--- src/rtl/pcie_cc_arbiter.sv ---
// Packet-granular round-robin arbiter feeding the PCIe CC AXI4-Stream port through a 2-entry skid stage.
// Optional per-port completed-packet counters are built when CC_ARB_STATS_EN is defined.
module pcie_cc_arbiter #(
  parameter int N_PORTS = 2,
  parameter int DATA_W  = 256,
  parameter int KEEP_W  = 8,
  parameter int USER_W  = 33
) (
  input  logic                          pcie_clk,
  input  logic                          pcie_reset,
  input  logic [N_PORTS-1:0]            s_cc_tvalid,
  output logic [N_PORTS-1:0]            s_cc_tready,
  input  logic [N_PORTS*DATA_W-1:0]     s_cc_tdata,
  input  logic [N_PORTS*KEEP_W-1:0]     s_cc_tkeep,
  input  logic [N_PORTS*USER_W-1:0]     s_cc_tuser,
  input  logic [N_PORTS-1:0]            s_cc_tlast,
  output logic                          s_axis_cc_tvalid,
  input  logic                          s_axis_cc_tready,
  output logic [DATA_W-1:0]             s_axis_cc_tdata,
  output logic [KEEP_W-1:0]             s_axis_cc_tkeep,
  output logic [USER_W-1:0]             s_axis_cc_tuser,
  output logic                          s_axis_cc_tlast
`ifdef CC_ARB_STATS_EN
  ,
  output logic [N_PORTS*32-1:0]         pkt_count
`endif
);

  // state | meaning
  // IDLE  | no packet owns the output; pick next requester from rr_ptr
  // BUSY  | port `grant` owns the output until its tlast beat is accepted
  typedef enum logic {IDLE = 1'b0, BUSY = 1'b1} state_t;

  localparam int IDX_W  = $clog2(N_PORTS);
  localparam int BEAT_W = DATA_W + KEEP_W + USER_W + 1;

  state_t              state;
  logic [IDX_W-1:0]    grant;
  logic [IDX_W-1:0]    rr_ptr;
  logic [IDX_W-1:0]    sel_idx;
  logic                sel_found;
  logic [1:0]          count;
  logic [BEAT_W-1:0]   head;
  logic [BEAT_W-1:0]   tail;
  logic [BEAT_W-1:0]   in_beat;
  logic                in_last;
  logic                full;
  logic                accept;
  logic                pop;

  function automatic logic [IDX_W-1:0] wrap_idx(input int v);
    return IDX_W'(v % N_PORTS);
  endfunction

  always_comb begin
    sel_found = 1'b0;
    sel_idx   = '0;
    for (int i = 0; i < N_PORTS; i++) begin
      if (!sel_found && s_cc_tvalid[wrap_idx(int'(rr_ptr) + i)]) begin
        sel_found = 1'b1;
        sel_idx   = wrap_idx(int'(rr_ptr) + i);
      end
    end
  end

  assign in_last = s_cc_tlast[grant];
  assign in_beat = {in_last,
                    s_cc_tuser[int'(grant)*USER_W +: USER_W],
                    s_cc_tkeep[int'(grant)*KEEP_W +: KEEP_W],
                    s_cc_tdata[int'(grant)*DATA_W +: DATA_W]};

  assign full   = (count == 2'd2);
  assign accept = (state == BUSY) && !full && s_cc_tvalid[grant];
  assign pop    = s_axis_cc_tvalid && s_axis_cc_tready;

  always_comb begin
    s_cc_tready = '0;
    if (state == BUSY && !full) s_cc_tready[grant] = 1'b1;
  end

  always_ff @(posedge pcie_clk) begin
    if (pcie_reset) begin
      state  <= IDLE;
      grant  <= '0;
      rr_ptr <= '0;
    end else begin
      case (state)
        IDLE: begin
          if (sel_found) begin
            grant <= sel_idx;
            state <= BUSY;
          end
        end
        BUSY: begin
          // a stalled granted port keeps ownership; only its tlast releases it
          if (accept && in_last) begin
            state  <= IDLE;
            rr_ptr <= (grant == IDX_W'(N_PORTS - 1)) ? '0 : grant + 1'b1;
          end
        end
        default: state <= IDLE;
      endcase
    end
  end

  // head is always the beat on the output; tail only holds data while full
  always_ff @(posedge pcie_clk) begin
    if (pcie_reset) begin
      count <= 2'd0;
      head  <= '0;
      tail  <= '0;
    end else begin
      case (count)
        2'd0: begin
          if (accept) begin
            head  <= in_beat;
            count <= 2'd1;
          end
        end
        2'd1: begin
          if (accept && pop) begin
            head <= in_beat;
          end else if (accept) begin
            tail  <= in_beat;
            count <= 2'd2;
          end else if (pop) begin
            count <= 2'd0;
          end
        end
        default: begin
          if (pop) begin
            head  <= tail;
            count <= 2'd1;
          end
        end
      endcase
    end
  end

  assign s_axis_cc_tvalid = (count != 2'd0);
  assign {s_axis_cc_tlast, s_axis_cc_tuser, s_axis_cc_tkeep, s_axis_cc_tdata} = head;

`ifdef CC_ARB_STATS_EN
  always_ff @(posedge pcie_clk) begin
    if (pcie_reset) begin
      pkt_count <= '0;
    end else if (accept && in_last) begin
      pkt_count[int'(grant)*32 +: 32] <= pkt_count[int'(grant)*32 +: 32] + 32'd1;
    end
  end
`endif

endmodule

--- config.mk ---
export PLATFORM = sky130hd
export DESIGN_NAME = pcie_cc_arbiter
export DESIGN_NICKNAME = d
export VERILOG_FILES = /design/src/rtl/pcie_cc_arbiter.sv
export SDC_FILE = /design/constraint.sdc
export NUM_CORES = 1
export LEC_CHECK = 0
export ABC_AREA = 1
export BUFFER_PORTS_ARGS = -buffer_cell sky130_fd_sc_hd__buf_2
export CELL_PAD_IN_SITES_DETAIL_PLACEMENT = 1
export CELL_PAD_IN_SITES_GLOBAL_PLACEMENT = 2
export CORE_MARGIN = 2
export CORE_UTILIZATION = 24
export CTS_CLUSTER_DIAMETER = 80
export DETAILED_ROUTE_END_ITERATION = 6
export GPL_ROUTABILITY_DRIVEN = 0
export PLACE_DENSITY_LB_ADDON = 0.1
export SLEW_MARGIN = 0
export SYNTH_ARGS = -nofsm -noshare
export SYNTH_HDL_FRONTEND = slang
export SYNTH_SLANG_ARGS = --single-unit
--- constraint.sdc ---
create_clock -name pcie_clk -period 1.68 [get_ports pcie_clk]
set_clock_uncertainty 0.2 [all_clocks]
set_input_delay 0.252 -clock pcie_clk [delete_from_list [all_inputs] [get_ports pcie_clk]]
set_output_delay 0.252 -clock pcie_clk [all_outputs]
set_load 0.005 [all_outputs]
Yosys cells after proc, flatten, opt, wreduce, memory -nomap -nowiden
Cells that the tools add are included.

$add $sub $neg: 2. Multipliers: 1. Order comparisons: 4. Equal/unequal tests: 6. Shift-type cells: 3. Multiplexer cells: 29. Bitwise operators: 2. Reduce and logical (&&, ||, !) cells: 17.

Operators with widths (number): $mux 298 (3); $pmux 298 s2 (1); $shiftx 512x10->256 (1); $shiftx 66x8->33 (1); $mux 1 (16); $shiftx 16x5->8 (1); $mux 2 (6); $logic_and 1x1->1 (7); $mul 1x6->7 const B (1); $lt 1x2->1 const B (3); $ne 2x2->1 const B (3); $reduce_and 3->1 (2); $pmux 2 s2 (1); $reduce_and 2->1 (2); $reduce_and 4->1 (1); $ne 3x3->1 const B (1); $reduce_bool 3->1 (1); $add 1x1->1 const B (2); $eq 2x1->1 const B (1); $eq 2x2->1 const B (1); $logic_not 1->1 (2); $logic_not 2->1 (1); $not 1->1 (2); $pmux 1 s2 (1); 3 further kinds (3).

Register bits: 601. Input bits: 601. Output and inout bits: 301. Word-level logic and storage cells: 70.

Longest topological paths before layout
Gate-level depths: netlist of run 1.

Depth in word-level cells: 8. Gate-level depth with buffers: 12. Mapped depth without buffers: 8.

Least setup slack after synthesis of run 1
No wires, ideal clock.

Path kind: reg2reg. Start point: register grant. End point: register head[88]. Setup time: 0.113 ns. Arrival time: 1.419 ns. Data required time: 1.367 ns. Slack: -0.052 ns. Cell stages (with the launch flop): 13. Buffers on the path: 4. Period minus slack after synthesis: 1.732 ns. Cell sequence: dfxtp_1 buf_2 inv_2 nand2_1 nand2_1 nand2_2 nand2_1 buf_2 buf_4 buf_2 nand4_1 nand2_1 nor2_1.

Word-level cells in the longest chain between the ends: 6. Elaborated cells between the ends (all ways): 11. Classes of those cells: eq/ne (2); shift (1); mux (5); reduce/logical (3).

Ends and longest elaborated chain: start, declared (line 38) `logic [IDX_W-1:0] grant;`; start signal, assigned (line 90) `grant <= sel_idx;`; branches (longest 6 deep; another with $shiftx 512x10->256); end signal, assigned (line 116) `head <= in_beat;`; end signal, assigned (line 122) `head <= in_beat;`; end signal, assigned (line 132) `head <= tail;`; end, declared (line 43) `logic [BEAT_W-1:0] head;`.

Several ways; the timed one is not identified. The select of a mux whose other input is x is not followed. A chain may end at the register's enable or synchronous reset.

Worst setup path in the final report of run 1
Start point: register count[0]. End point: output s_cc_tready[0].

Word-level cells in the longest chain between the ends: 4.

Ends and longest elaborated chain: start, declared (line 42) `logic [1:0] count;`; start signal, assigned (line 109) `count <= 2'd0;`; start signal, assigned (line 117) `count <= 2'd1;`; start signal, assigned (line 125) `count <= 2'd2;`; $eq 2x2->1 (line 72) `assign full = (count == 2'd2);`; $logic_not 1->1 (line 78) `if (state == BUSY && !full) s_cc_tready[grant] = 1'b1;`; $logic_and 1x1->1 (line 78); $mux 2 (line 78); end, declared (line 12) `output logic [N_PORTS-1:0] s_cc_tready,`.

Every way passes these cells.

==> results.cfg, run 1 <==
[outcome]
status = finished with violations
violations = setup timing

[synthesis]
synth-xor-area-share_pct = 0
ys_seq_area_share_pct = 40.9
muxShareOfSynthArea_pct = 0
ys_warn_count = 0
synth-compound-area-share_pct = 5.25
synth.net_count = 5254
syn_inst = 4653
yosysUniqueCellTypes = 19
synth_top_family_by_area = simple AND/OR/NAND/NOR gates
syn_avg_cell_area_um2 = 6.33
synthAdderAreaFrac_pct = 0
synth.cell_area_mm2 = 0.0294
yosys.area_share.simple_pct = 47.2
yosys_register_bits = 601

[worst_setup_path]
slowest_stage = dfxtp_4
ff2ff_path_depth = 11
worstPathCellList = inv_4 -> a21oi_4 -> buf_6 -> inv_6 -> nor2_4 -> buf_2
crit_fanout = 4
r2r-start = count[0]$_SDFFE_PP0P_
crit_arrival_ns = 1.54
required_ns = 1.23
crit_type = flop to output pin
cp-startpoint = count[0]$_SDFFE_PP0P_
start_kind = flop
slowest_delay_ns = 0.37
r2r_slack_ns = -0.29
reg2reg_to = head[5]$_SDFFE_PP0P_
cp-end-kind = output pin
worstSetupEndpoint = s_cc_tready[0]

[power_and_ir_drop]
power.density_mw_per_mm2 = 880
power.total_mw = 43.9
p_leak_nw = 22.6
ir_drop_v = 0.000768

[timing]
tightest_slew_ns = 0.657
final-max-slew-violation-count = 0
rsz0062_at_grt = true
fin_crit_sh_pct = 119
final.min_clock_period_ns = 1.99
clock.fmax_mhz = 502
setup_viol = 610
maxSlewHeadroom_pct = 56.2
hold_viol_final = 0
worst_slack_ns = -0.312

[clock_tree]
cts_buffer_depth = 3
cts.sinks = 601
root_buffer = clkbuf_16
clock_latency_ns = 0.64
cts_made_buffers = 80
cts_tree = yes
clk_pin_slew_ns = 0.06
h-tree-depth = 3

[floorplanning]
initial_core_util_pct = 24.2
rows = 128
io_pins = 902
core-area_mm2 = 0.122
dieArea_mm2 = 0.125
dieWidth_um = 354
dieHeight_um = 354

[final_layout]
drive_gt1_share_pct = 25.9
nNetsFinal = 6788
instances_no_fill = 7869
n_fill_cell = 15100
postLayoutCellArea_mm2 = 0.0499
area_growth_pct = 69.4
post-route-util_pct = 41.0

[global_route]
grt_pass1_wl_mm = 248
grt_pass1_vias = 39500
grt.overflow.total = 0
antenna_found_initial = 4
track_usage_pct = 25.3
grt_max_degree = 101

[route]
wl_met3_mm = 8.38
drc = 0
wl_met2_mm = 84.6
wire_per_inst_um = 22.0
route.top_layer_used = met5
postRouteAntennaNets = 0
via_count = 38300
drtIter0Drc = 2315
dr.pass1.iters = 5
wl_mm = 173
vias_per_cell = 4.87
wl_met1_mm = 74.6

[place]
dp_cells = 7026
portBuffers = 901
placed_cell_area_mm2 = 0.0378
hpwl_mm = 107

[worst_hold_path]
worstHoldPathType = primary input to flop

[run]
cap_violations = 0
## cells by family (layout without fill, tap and decap cells)
logic type	count (synthesis)	count (layout)
AND/OR/NAND/NOR	3303	3303
flip-flops	601	601
buffers and inverters	443	2033
other	0	1
AO/OA/AOI/OAI	306	306
## cells in the mapped netlist
master | instances | area, um2
nand2_1 | 2098 | 7880
dfxtp_1 | 601 | 12000
nor2_1 | 601 | 2260
nand4_1 | 598 | 3740
a21oi_1 | 302 | 1510
clkbuf_1 | 178 | 668
buf_2 | 173 | 866
buf_1 | 61 | 229
buf_4 | 17 | 128
inv_1 | 8 | 30.0
inv_2 | 4 | 15.0
nand3_1 | 4 | 20.0
o21ai_0 | 2 | 10.0
a21boi_1 | 1 | 7.51
a21oi_4 | 1 | 16.3
buf_6 | 1 | 11.3
clkbuf_4 | 1 | 7.51
nand2_2 | 1 | 6.26
nor3b_1 | 1 | 7.51
## worst max-delay path, delay by kind of cell, from the launching register on
family	cells	cell delay [ns]
DFF	1	0.37
buffers and inverters	4	0.34
AOI/OAI and AO/OA	1	0.14
and+or+nand+nor	1	0.07
## layout by cell type (no fill, tap or decap)
cell           instances
clkinv_8               1
dlygate4sd3_1        596
a21oi_2                1
nor2_2                89
buf_8                 12
inv_1                  2
nand2_4                4
nor2_1               431
nand2_2               24
buf_16                36
inv_8                  6
nor3b_1                1
buf_2                899
bufinv_16              2
inv_2                  2
buf_4                142
a21oi_1              301
nand4_1              598
diode_2                1
nand2_8                2
a21oi_4                1
clkinv_4               1
dfxtp_4                4
clkbuf_1              24
dfxtp_1              596
bufbuf_16              4
clkinv_2               8
clkbuf_8              16
o21ai_0                2
dfxtp_2                1
inv_4                  1
nor2_4                81
buf_12               136
a21boi_4               1
buf_6                 20
nand2_1             2069
nand3_1                4
inv_6                  5
clkbuf_16            120
## how the worst min path moves through the flow
| stage | startpoint | end | depth (start not counted) |
|---|---|---|---|
| after floorplan | s_cc_tvalid[1] | grant$_SDFFE_PP0P_ | 2 |
| after global placement | tail[100]$_SDFFE_PP0P_ | tail[100]$_SDFFE_PP0P_ | 2 |
| after detailed placement | tail[206]$_SDFFE_PP0P_ | tail[206]$_SDFFE_PP0P_ | 2 |
| after CTS | s_cc_tdata[394] | tail[138]$_SDFFE_PP0P_ | 5 |
| after global routing | s_cc_tdata[394] | tail[138]$_SDFFE_PP0P_ | 5 |
| final | s_cc_tvalid[0] | rr_ptr$_SDFFE_PP0P_ | 6 |
## stage by stage
stage | worst slack [ns] | setup TNS, ns | hold slack [ns]
floorplan | 0.00275 | 0 | 0.216
global route | -0.374 | -167.78 | 0.0544
finish | -0.312 | -118.25 | 0.0252
global placement | -0.242 | -97.02 | 0.251
CTS | -0.345 | -121.59 | 0.00323
detailed placement | -0.279 | -106.88 | 0.254
## flip-flops by register name, summed over array words and instances, names as in the netlist
register and count:
tail 298, count 2, rr_ptr 1, grant 1, state 1, head 298
## cell type report
| type | count | area [um2] | area share [%] |
|---|---|---|---|
| Clock buffer | 122 | 2360 | 4.74 |
| Multi-Input combinational cell | 3609 | 16400 | 32.9 |
| Clock inverter | 16 | 160 | 0.321 |
| Antenna cell | 1 | 2.50 | 0.00502 |
| Tap cell | 1625 | 2030 | 4.08 |
| Timing Repair Buffer | 1883 | 16700 | 33.6 |
| Inverter | 12 | 97.6 | 0.196 |
| Sequential cell | 601 | 12000 | 24.2 |
## report_power, final
part	total (mW)	leakage [nW]	switching, mW	internal, mW
sequential	15.7	4.89	0.584	15.1
combinational	11.4	16.5	6.23	5.16
clock	16.8	1.24	6.87	9.95
## repair_timing
item | 4_1_cts | 5_1_grt
cloned | 22 | 43
hold buffers | 594 | 2
pin swaps | 4 | 194
hold endpoints to repair | 570 | 1
endpoints found under the setup margin | 614 | 613
gates resized for setup | 69 | 334
setup buffers | 28 | 22
## layer usage
metal | GRT usage, % | vias to the layer above
met5 | 0 | -
met4 | 8.29 | 4
met3 | 4.19 | 252
met2 | 44.5 | 990
met1 | 31.2 | 18800
li1 | - | 18300
No activity file was read; power rests on OpenSTA's default activity.
==> run 2: changes to the inputs <==
RECOVER_POWER = 100   (was not set)
==> results.cfg, run 2 (synthesis gave the netlist of run 1 again) <==
[route]
via_count = 38300
drtIter0Drc = 2250
drc = 0
wl_mm = 173
vias_per_cell = 4.87
dr.pass1.iters = 5
postRouteAntennaNets = 0
wire_per_inst_um = 22.0

[final_layout]
multi_input_area_mm2 = 0.0164
nNetsFinal = 6788
n_fill_cell = 15200
final_cell_mix = nand2_1 (2069), buf_2 (666), nand4_1 (598)
final-seq-area_mm2 = 0.0120
area_growth_pct = 68.8
postLayoutCellArea_mm2 = 0.0497
reg_top3 = head x298, tail x298, count x2
final_common_cell = nand2_1
drive_gt1_share_pct = 23.9

[timing]
hold_viol_final = 0
setup_viol = 610
maxSlewHeadroom_pct = 57.8
final.min_clock_period_ns = 1.99
worst_slack_ns = -0.313
rsz0062_at_grt = true
fin_crit_sh_pct = 119
clock.fmax_mhz = 502
final-max-slew-violation-count = 0
tightest_slew_ns = 0.633

[clock_tree]
cts_tree = yes
clk_pin_slew_ns = 0.06
root_buffer = clkbuf_16
cts_made_buffers = 80
clock_latency_ns = 0.64
h-tree-depth = 3
cts_buffer_depth = 3
cts.sinks = 601

[place]
placed_cell_area_mm2 = 0.0378
hpwl_mm = 107
dp_slack_ns = -0.279
portBuffers = 901

[floorplanning]
dieArea_mm2 = 0.125
core-area_mm2 = 0.122
rows = 128
initial_core_util_pct = 24.2
io_pins = 902
dieHeight_um = 354
dieWidth_um = 354

[power_and_ir_drop]
power.density_mw_per_mm2 = 882
p_leak_nw = 22.0
ir_drop_v = 0.000771

[worst_hold_path]
worstHoldPathType = primary input to flop

[global_route]
grt_max_degree = 101
track_usage_pct = 25.3
antenna_found_initial = 4
grt_pass1_wl_mm = 248
grt.overflow.total = 0
grt_pass1_vias = 39500

[worst_setup_path]
required_ns = 1.23
crit_arrival_ns = 1.54
crit_type = flop to output pin
cp-end-kind = output pin
crit_fanout = 4
start_kind = flop

[run]
cap_violations = 0

[outcome]
status = finished with violations
violations = setup timing
run 2: cell count changes in the layout (fill, tap and decap cells not counted), sizes merged:
cell,before,now
buf,1245,1012
clkbuf,160,393
run 2: report_power, final:
| part | total [mW] | internal, mW | switching [mW] |
|---|---|---|---|
| Combinational | 11.3 | 5.08 | 6.22 |
| Clock | 16.8 | 9.95 | 6.88 |
| Sequential | 15.7 | 15.1 | 0.601 |
| Total | 43.8 | 30.1 | 13.7 |
run 2: per-layer routing:
metal	share of wire, %	wire length, um	global-route usage, %
met2	49	84500	44.5
met4	3.3	5660	8.29
met3	4.8	8290	4.19
met5	0.014	25	0
met1	43	74800	31.2
run 2: path summary, 6_finish.rpt:
| path | from | slack (ns) | cells past startpoint | endpoint |
|---|---|---|---|---|
| setup / recovery | count[0]$_SDFFE_PP0P_ | -0.31 | 6 | s_cc_tready[0] |
| hold reg to reg | tail[124]$_SDFFE_PP0P_ | 0.26 | 2 | tail[124]$_SDFFE_PP0P_ |
| hold / removal | s_cc_tvalid[0] | 0.02 | 6 | rr_ptr$_SDFFE_PP0P_ |
| setup reg to reg | count[0]$_SDFFE_PP0P_ | -0.29 | 11 | head[105]$_SDFFE_PP0P_ |
run 2: through the flow:
step                      hold WS (ns)  cells  power, mW  utilization (%)  TNS, ns
final                           0.0249   7869       43.8             40.8  -118.70
after global routing            0.0544   7869       45.8             40.8  -167.90
after CTS                      0.00323   7808       43.1             39.1  -121.59
after detailed placement         0.254   7026       24.4             31.1  -106.88
after global placement           0.251   7026       24.3             31.1   -97.02
after floorplan                  0.216   4653       19.7                -        0
run 2: worst max-delay path, stage by stage, from the launching register on:
cell,delay (ns)
dfxtp_4,0.37
inv_4,0.04
a21oi_4,0.14
buf_6,0.15
inv_6,0.04
nor2_4,0.07
buf_2,0.11
run 2: area by class of cell:
class	count	share of cell area, %
Sequential cell	601	24.2
Antenna cell	1	0.00504
Timing Repair Buffer	1883	33.3
Clock buffer	122	4.75
Tap cell	1625	4.09
Inverter	12	0.196
Clock inverter	16	0.322
Multi-Input combinational cell	3609	33.0
run 2: timing repair:
action | 4_1_cts | 5_1_grt
hold buffers | 594 | 2
endpoints found under the hold margin | 570 | 1
setup endpoints to repair | 614 | 613
resized for setup | 69 | 334
pin swaps | 4 | 194
setup buffers | 28 | 22
cloned | 22 | 43
==> run 3: changes to the inputs <==
CORE_AREA = 2 2 354 356   (was not set)
CORE_MARGIN = not set   (was 2)
CORE_UTILIZATION = not set   (was 24)
DIE_AREA = 0 0 356 358   (was not set)
HOLD_SLACK_MARGIN = 0.06   (was not set)
clock period = 2.25 ns   (was 1.68 ns; I/O delays follow)
==> results.cfg, run 3 (synthesis gave the netlist of run 1 again) <==
[clock_tree]
cts.sinks = 601
cts_tree = yes
cts_buffer_depth = 3
root_buffer = clkbuf_16
h-tree-depth = 3
cts_made_buffers = 79
clk_pin_slew_ns = 0.06
clock_latency_ns = 0.64

[worst_setup_path]
r2r_slack_ns = 0.07
ff2ff_path_depth = 10
reg2reg_to = head[192]$_SDFFE_PP0P_
crit_type = flop to output pin
start_kind = flop
crit_fanout = 2
crit_arrival_ns = 1.66
r2r-start = grant$_SDFFE_PP0P_
required_ns = 1.71
cp-end-kind = output pin

[route]
drc = 0
postRouteAntennaNets = 0
wl_mm = 161
wire_per_inst_um = 21.0
dr.pass1.iters = 5
via_count = 36700
drtIter0Drc = 1883
vias_per_cell = 4.78

[floorplanning]
rows = 129
core-area_mm2 = 0.123
dieArea_mm2 = 0.127
dieHeight_um = 358
dieWidth_um = 356
io_pins = 902
initial_core_util_pct = 23.9

[power_and_ir_drop]
clkPwrFrac_pct = 41.3
seqPwrFrac_pct = 37.0
ir_drop_v = 0.000507
combPwrFrac_pct = 21.7
p_sw_share_pct = 30.7
internal_power_mw = 21.7
power.density_mw_per_mm2 = 699
switchingPower_mw = 9.64
p_leak_nw = 19.4

[timing]
rsz0062_at_grt = true
tightest_slew_ns = 0.818
worst_slack_ns = 0.0551
setup_viol = 0
maxSlewHeadroom_pct = 45.5
final-max-slew-violation-count = 0
fin_crit_sh_pct = 97.6
final.min_clock_period_ns = 2.19
clock.fmax_mhz = 456
hold_viol_final = 0

[place]
dp_slack_ns = 0.196
hpwl_mm = 99.5
portBuffers = 901

[final_layout]
drive_gt1_share_pct = 15.3
nNetsFinal = 6566
final_common_cell = nand2_1
post-route-util_pct = 36.4
final_cell_mix = nand2_1 (2093), buf_2 (614), nor2_1 (601)
n_fill_cell = 15600
area_growth_pct = 52.6
reg_top3 = head x298, tail x298, count x2

[outcome]
status = finished, final reports clean

[worst_hold_path]
worstHoldPathType = primary input to flop
hold_start = s_cc_tdata[493]
min_path_cells = 7
whs_endpoint = head[237]$_SDFFE_PP0P_

[global_route]
grt_pass1_wl_mm = 235
antenna_found_initial = 22
track_usage_pct = 23.7
grt_pass1_vias = 37200
grt.overflow.total = 0
grt_max_degree = 138

[run]
cap_violations = 0
==> run 3: cell count changes in the layout (fill, tap and decap cells not counted), moves of 26 or more <==
cell,change
nor2_1,+170
buf_12,-66
clkbuf_16,-27
clkbuf_1,+162
nor2_4,-81
nor2_2,-89
buf_16,-26
clkbuf_2,-110
buf_4,-69
buf_2,-52
==> run 3: layer usage <==
metal	global-route usage, %	routed length, um	vias to the layer above
met5	0	190	-
met4	7.71	5590	28
met3	4.42	8220	242
met2	41.4	77500	920
met1	29.3	69200	17700
li1	-	-	17800
==> run 3: cell type report <==
| type | instances | area (um2) | share of cell area [%] |
|---|---|---|---|
| tap | 1637 | 2050 | 4.56 |
| clock inverter | 19 | 218 | 0.485 |
| antenna | 7 | 17.5 | 0.0390 |
| clock buffer | 122 | 2410 | 5.36 |
| multi-input combinational | 3609 | 15500 | 34.5 |
| sequential | 601 | 12000 | 26.8 |
| timing repair buffer | 1662 | 12600 | 28.0 |
| inverter | 12 | 98.8 | 0.220 |
==> run 3: power groups by stage <==
stage | logic [mW] | registers [mW] | clock network, mW
global placement | 5.90 | 11.8 | 0
global route | 7.48 | 11.7 | 13.8
CTS | 6.88 | 11.6 | 13.4
detailed placement | 5.92 | 11.8 | 0
finish | 6.81 | 11.6 | 13.0
floorplan | 2.85 | 11.8 | 0
==> run 3: through the flow <==
step                cell area (um2)  setup TNS [ns]  std cells  hold slack, ns  power (mW)
floorplan                     29400               0       4653           0.234        14.7
global placement              36100               0       6898           0.252        17.7
detailed placement            36100               0       6898           0.254        17.7
CTS                           44900          -0.319       7647          0.0619        31.9
global route                  44900          -0.134       7667           0.103        33.0
finish                        44900               0       7669          0.0478        31.4
==> run 3: worst max-delay path, cell delays in order, from the launching register on <==
cell        delay, ns
dfxtp_2          0.34
inv_2            0.04
a21oi_4          0.13
buf_6            0.13
clkinvlp_4       0.13
nor2_1           0.11
buf_2            0.13
==> run 3: how the worst max path moves through the flow <==
stage / depth (start not counted) / startpoint / slack [ns] / endpoint
after floorplan: 12 / grant$_SDFFE_PP0P_ / 0.52 / head[88]$_SDFFE_PP0P_
after global placement: 8 / count[1]$_SDFFE_PP0P_ / 0.22 / head[29]$_SDFFE_PP0P_
after detailed placement: 10 / grant$_SDFFE_PP0P_ / 0.20 / head[165]$_SDFFE_PP0P_
after CTS: 6 / count[0]$_SDFFE_PP0P_ / -0.05 / s_cc_tready[0]
after global routing: 9 / count[1]$_SDFFE_PP0P_ / -0.02 / head[29]$_SDFFE_PP0P_
final: 6 / count[0]$_SDFFE_PP0P_ / 0.06 / s_cc_tready[0]
==> run 3: timing repair <==
action,in CTS,in global routing
pin swaps,2,6
resized for setup,8,18
setup buffers,8,9
gates cloned,3,8
hold endpoints to repair,560,4
endpoints found under the setup margin,2,88
hold buffers,597,3
